$ cat config.mk
export PLATFORM = sky130hd
export DESIGN_NAME = game_controller
export DESIGN_NICKNAME = d
export VERILOG_FILES = /design/src/rtl/game_controller_pkg.sv /design/src/rtl/game_controller_round_tracker.sv /design/src/rtl/game_controller.sv
export SDC_FILE = /design/constraint.sdc
export NUM_CORES = 1
export LEC_CHECK = 0
export ABC_CLOCK_PERIOD_IN_PS = 1700
export BUFFER_PORTS_ARGS = -buffer_cell sky130_fd_sc_hd__buf_2
export CORE_MARGIN = 5
export CORE_UTILIZATION = 40
export DETAILED_ROUTE_END_ITERATION = 16
export PLACE_DENSITY_LB_ADDON = 0.12
export SLEW_MARGIN = 30
export SYNTH_ARGS = -nofsm -noshare
export SYNTH_HDL_FRONTEND = slang
export SYNTH_SLANG_ARGS = --single-unit
$ cat constraint.sdc
create_clock -name clock -period 1.7 [get_ports clock]
set_input_delay 0.17 -clock clock [delete_from_list [all_inputs] [get_ports clock]]
set_output_delay 0.17 -clock clock [all_outputs]
set_load 0.01 [all_outputs]
$ cat src/rtl/game_controller_pkg.sv
// game_controller_pkg: shared state enum, shape limits and win threshold for the game controller
package game_controller_pkg;
  typedef enum logic [2:0] {IDLE, LOAD_MASTER, WAIT_GUESS, GRADE, CHECK, DONE} ctrl_state_t;
  typedef logic [2:0] shape_t;
  localparam shape_t SHAPE_MIN = 3'd1;
  localparam shape_t SHAPE_MAX = 3'd6;
  localparam logic [3:0] WIN_ZNARLY = 4'd4;
  function automatic logic pattern_ok(input logic [11:0] p);
    pattern_ok = 1'b1;
    for (int i = 0; i < 4; i++) begin
      pattern_ok &= (shape_t'(p[3*i +: 3]) >= SHAPE_MIN) && (shape_t'(p[3*i +: 3]) <= SHAPE_MAX);
    end
  endfunction
endpackage

$ cat src/rtl/game_controller_round_tracker.sv
// round_tracker: round counter, last grader result and registered win/finish outcome
// ports: clk_i/rst_ni clock and sync active-low reset; clear_i wipes all state;
//        capture_i latches znarly_i/zood_i and counts a round; check_i registers the outcome;
//        round_o/znarly_o/zood_o current values; won_o/finished_o outcome; finish_now_o combinational outcome
module round_tracker
  import game_controller_pkg::*;
#(
  parameter int unsigned MAX_ROUNDS = 8
) (
  input  logic       clk_i,
  input  logic       rst_ni,
  input  logic       clear_i,
  input  logic       capture_i,
  input  logic       check_i,
  input  logic [3:0] znarly_i,
  input  logic [3:0] zood_i,
  output logic [3:0] round_o,
  output logic [3:0] znarly_o,
  output logic [3:0] zood_o,
  output logic       won_o,
  output logic       finished_o,
  output logic       finish_now_o
);
  logic [3:0] round_q, round_d, znarly_q, znarly_d, zood_q, zood_d;
  logic       won_q, won_d, fin_q, fin_d, win_now;
  assign win_now      = znarly_q == WIN_ZNARLY;
  assign finish_now_o = win_now || (round_q == 4'(MAX_ROUNDS));
  always_comb begin
    round_d  = clear_i ? 4'd0 : capture_i ? round_q + 4'd1 : round_q;
    znarly_d = clear_i ? 4'd0 : capture_i ? znarly_i : znarly_q;
    zood_d   = clear_i ? 4'd0 : capture_i ? zood_i : zood_q;
    won_d    = clear_i ? 1'b0 : check_i ? win_now : won_q;
    fin_d    = clear_i ? 1'b0 : check_i ? finish_now_o : fin_q;
  end
  always_ff @(posedge clk_i) begin
    if (!rst_ni) begin
      round_q  <= '0;
      znarly_q <= '0;
      zood_q   <= '0;
      won_q    <= 1'b0;
      fin_q    <= 1'b0;
    end else begin
      round_q  <= round_d;
      znarly_q <= znarly_d;
      zood_q   <= zood_d;
      won_q    <= won_d;
      fin_q    <= fin_d;
    end
  end
  assign round_o    = round_q;
  assign znarly_o   = znarly_q;
  assign zood_o     = zood_q;
  assign won_o      = won_q;
  assign finished_o = fin_q;
endmodule

$ cat src/rtl/game_controller.sv
// game_controller: sequences one game session -- master load, guess validation, grader handshake, outcome
// ports: clock/reset_L sync active-low; StartGame/LoadMaster pulses; MasterIn/Guess 4x3-bit patterns;
//        GradeIt button level; GradeDone/Znarly/Zood grader result; GradeReq grader request;
//        MasterPattern/GuessPattern latched patterns; RoundNumber/LastZnarly/LastZood round state;
//        ReadyForGuess, BadGuess, GameWon, GameFinished status
module game_controller
  import game_controller_pkg::*;
#(
  parameter int unsigned MAX_ROUNDS = 8
) (
  input  logic        clock,
  input  logic        reset_L,
  input  logic        StartGame,
  input  logic        LoadMaster,
  input  logic [11:0] MasterIn,
  input  logic [11:0] Guess,
  input  logic        GradeIt,
  input  logic        GradeDone,
  input  logic [3:0]  Znarly,
  input  logic [3:0]  Zood,
  output logic        GradeReq,
  output logic [11:0] MasterPattern,
  output logic [11:0] GuessPattern,
  output logic [3:0]  RoundNumber,
  output logic [3:0]  LastZnarly,
  output logic [3:0]  LastZood,
  output logic        ReadyForGuess,
  output logic        BadGuess,
  output logic        GameWon,
  output logic        GameFinished
);
  ctrl_state_t state_q, state_d;
  logic [11:0] master_q, master_d, guess_q, guess_d;
  logic        gradeit_q, bad_q, bad_d, rise, finish_now;
  // gradeit_q tracks the button every cycle so a held level never looks like a new press
  assign rise = GradeIt & ~gradeit_q;
  always_comb begin
    state_d  = state_q;
    master_d = master_q;
    guess_d  = guess_q;
    bad_d    = 1'b0;
    if (StartGame) begin
      state_d = LOAD_MASTER;
      guess_d = '0;
    end else begin
      case (state_q)
        LOAD_MASTER: if (LoadMaster) begin
          master_d = MasterIn;
          state_d  = WAIT_GUESS;
        end
        WAIT_GUESS: if (rise) begin
          if (pattern_ok(Guess)) begin
            guess_d = Guess;
            state_d = GRADE;
          end else begin
            bad_d = 1'b1;
          end
        end
        GRADE:   state_d = GradeDone ? CHECK : GRADE;
        CHECK:   state_d = finish_now ? DONE : WAIT_GUESS;
        default: state_d = state_q;
      endcase
    end
  end
  always_ff @(posedge clock) begin
    if (!reset_L) begin
      state_q   <= IDLE;
      master_q  <= '0;
      guess_q   <= '0;
      gradeit_q <= 1'b0;
      bad_q     <= 1'b0;
    end else begin
      state_q   <= state_d;
      master_q  <= master_d;
      guess_q   <= guess_d;
      gradeit_q <= GradeIt;
      bad_q     <= bad_d;
    end
  end
  assign GradeReq      = state_q == GRADE;
  assign ReadyForGuess = state_q == WAIT_GUESS;
  assign BadGuess      = bad_q;
  assign MasterPattern = master_q;
  assign GuessPattern  = guess_q;
  round_tracker #(.MAX_ROUNDS(MAX_ROUNDS)) u_rounds (
    .clk_i       (clock),
    .rst_ni      (reset_L),
    .clear_i     (StartGame),
    .capture_i   (!StartGame && state_q == GRADE && GradeDone),
    .check_i     (!StartGame && state_q == CHECK),
    .znarly_i    (Znarly),
    .zood_i      (Zood),
    .round_o     (RoundNumber),
    .znarly_o    (LastZnarly),
    .zood_o      (LastZood),
    .won_o       (GameWon),
    .finished_o  (GameFinished),
    .finish_now_o(finish_now)
  );
endmodule

==> results.ini <==
[route]
vias=1605
drc=0
first_iter_violations=47
firstDrtPassIters=4
ant_nets=0
drt-total-wl_um=4161
viasPerCell=4.791
wl_per_cell_um=12.42

[critical_path]
cp_max_fo=7
crit_required_ps=1860
cp-end-kind=register
rrSetupSlack_ps=160
crit_family=simple AND/OR/NAND/NOR gates
ff2ff_path_depth=5
path_cells=nor2b_4 -> and3_1 -> nand4_1 -> xor2_1 -> nor2_1
start_kind=register
crit_arrival_ps=1700
worstSetupPathType=register to register
reg2reg_from=state_q[0]
crit_cells=5
cp_slowest_cell=dfxtp_1
slowest_delay_ps=480
path_buf_inv=0
timing.rr.end=u_rounds.round_o[3]

[synthesis]
yosys-top-cells-area=dfxtp_1, mux2i_1, nand2_1
synth_most_common_cell=nand2_1
synth_edf_count=0
ys_top_cells_by_count=nand2_1, dfxtp_1, mux2i_1
avgSynthCellArea_um2=9.171
async_reset_ff_share_pct=0
seq_area_frac_synth_pct=46.24
synth.ff_latch_count=43
yosysUniqueCellTypes=33
synth_warnings=0
syn-instance-count=203
synth_top_area_share_pct=46.24
synthesis.nets=243
syn_area_um2=1862
yosys.area.top_type=dfxtp_1
synth-main-ff-cell=dfxtp_1

[grt]
first_global_vias=1538
grt_pass1_wl_um=6982
grt_max_degree=26
track_usage_pct=13.99
antenna_found_initial=0
gr-total-overflow=0

[clock_tree]
cts_buffers=5
cts_resized=0
cts.sinks=43
post_cts_buffers=0
cts-root-buf=clkbuf_8
clk_latency_ps=290
clkSlewWorstSetupHoldPaths_ps=80
clockBufferDepth=2
cts_max_level=2
cts_tree=built
cts-hold-fix-buffers=0

[timing]
period_share_pct=90.50
final_max_slew_viol_count=0
skew_ps=5.019
finalSetupViolations=0
setup_slack_ps=161.4
rsz0062_at_grt=no
setup_tns_ps=0
max_freq_mhz=650.0
slew_headroom_pct=57.45
hold_slack_ps=106.9
worst_pin_slew_ps=638.2
hold_violations=0
period_needed_ps=1539

[placement]
pre_cts_ws_ps=177.2
hpwl_um=3107
port-buffer-count=78
routabilityCongestion=0.7587
placed_area_um2=2297

[floorplanning]
chipWidth_um=78.23
core_um2=4444
die-area_um2=6119
io_pins=79
die_h_um=78.23
start_util_pct=41.89
rows=24

[worst_hold_path]
hold_path.startpoint=Zood[0]
min_path_cells=3
hold_path.class=primary input to register
min_to=u_rounds.zood_o[0]

[cells_and_area]
nets=322
area_delta_synth_final_pct=28.96
fin_util_pct=54.03
drive_above_1_share_pct=34.28
diodes=0
fin_area_um2=2401

[power_and_ir_drop]
powerDensity_nw_per_um2=791.0
vdd_drop_max_uv=344.3
p_leak_nw=1.129

[flow_run]
drv_cap=0

[status]
status=complete, no violations

## per-layer routing
metal / global-route usage (%) / part of all wire [%]
met5: 0 / 0
met2: 22.00 / 45
met3: 5.378 / 8.1
met1: 17.41 / 45
met4: 5.245 / 1.7
## worst register-to-register path, cell delays in order, from the launching register on
cell	delay, ps
dfxtp_1	480
nor2b_4	250
and3_1	330
nand4_1	150
xor2_1	150
nor2_1	50
## where the power goes
part,switching [mW],internal (mW),leakage [nW]
registers,0.00946,1.02,0.347
logic,0.0806,0.0768,0.732
clock network,0.345,0.369,0.0505
total,0.435,1.46,1.13
## cells in the final DEF, fill, tap and decap left out
master and count:
clkinvlp_4 1, a31oi_1 3, dfxtp_1 43, nor2b_1 13, nor2b_4 1, or3_1 2, buf_2 78, o211ai_1 1
buf_4 4, o21ai_0 2, o32ai_1 1, nor2_1 9, nor3_4 1, nand3_1 3, and2_1 2, xor2_1 1
and4_1 1, nand4_1 1, and3_1 4, a211o_1 1, mux2i_1 25, nand3_2 3, nor3b_4 1, clkbuf_8 7
buf_12 1, nor4b_1 1, a21oi_1 11, nand2_1 44, ha_1 2, xnor2_1 2, inv_1 5, nand2b_1 4
nor3_1 4, a22o_1 1
## registers in the layout, summed over array words and instances (netlist names)
name / count
u_rounds.won_o: 1
state_q: 3
u_rounds.round_o: 4
BadGuess: 1
u_rounds.finished_o: 1
MasterPattern: 12
u_rounds.znarly_o: 4
u_rounds.zood_o: 4
gradeit_q: 1
GuessPattern: 12
## how the worst max path moves through the flow
stage                    start             endpoint  slack [ps]
floorplan           state_q[1]     GuessPattern[10]         280
global placement    state_q[0]  u_rounds.round_o[3]         200
CTS                 state_q[0]  u_rounds.round_o[3]         140
global route        state_q[1]      GuessPattern[0]          10
finish              state_q[0]  u_rounds.round_o[3]         160
detailed placement  state_q[0]  u_rounds.round_o[3]         180
## kinds of logic after synthesis
logic type	count (synthesis)	share of synthesized area (%)
fa+ha+maj	2	1.344
buf+inv	16	4.772
compound gates	20	6.318
mux	25	13.44
xor+xnor	3	1.412
flops	43	46.24
simple gates	94	26.48
## area by class of cell
cell class / count / area (um^2)
clock inverter: 1 / 7.507
inverter: 5 / 18.77
multi-input combinational: 144 / 912.1
sequential: 43 / 860.8
clock buffer: 7 / 96.34
timing repair buffer: 83 / 440.4
tap: 52 / 65.06
fill: 424 / 2043
## metrics by stage
step                cells  power (mW)
floorplan             203       1.137
finish                335       1.899
CTS                   335       1.928
detailed placement    327       1.211
global placement      327       1.209
global route          335       1.984
No activity file was read; power rests on OpenSTA's default activity.
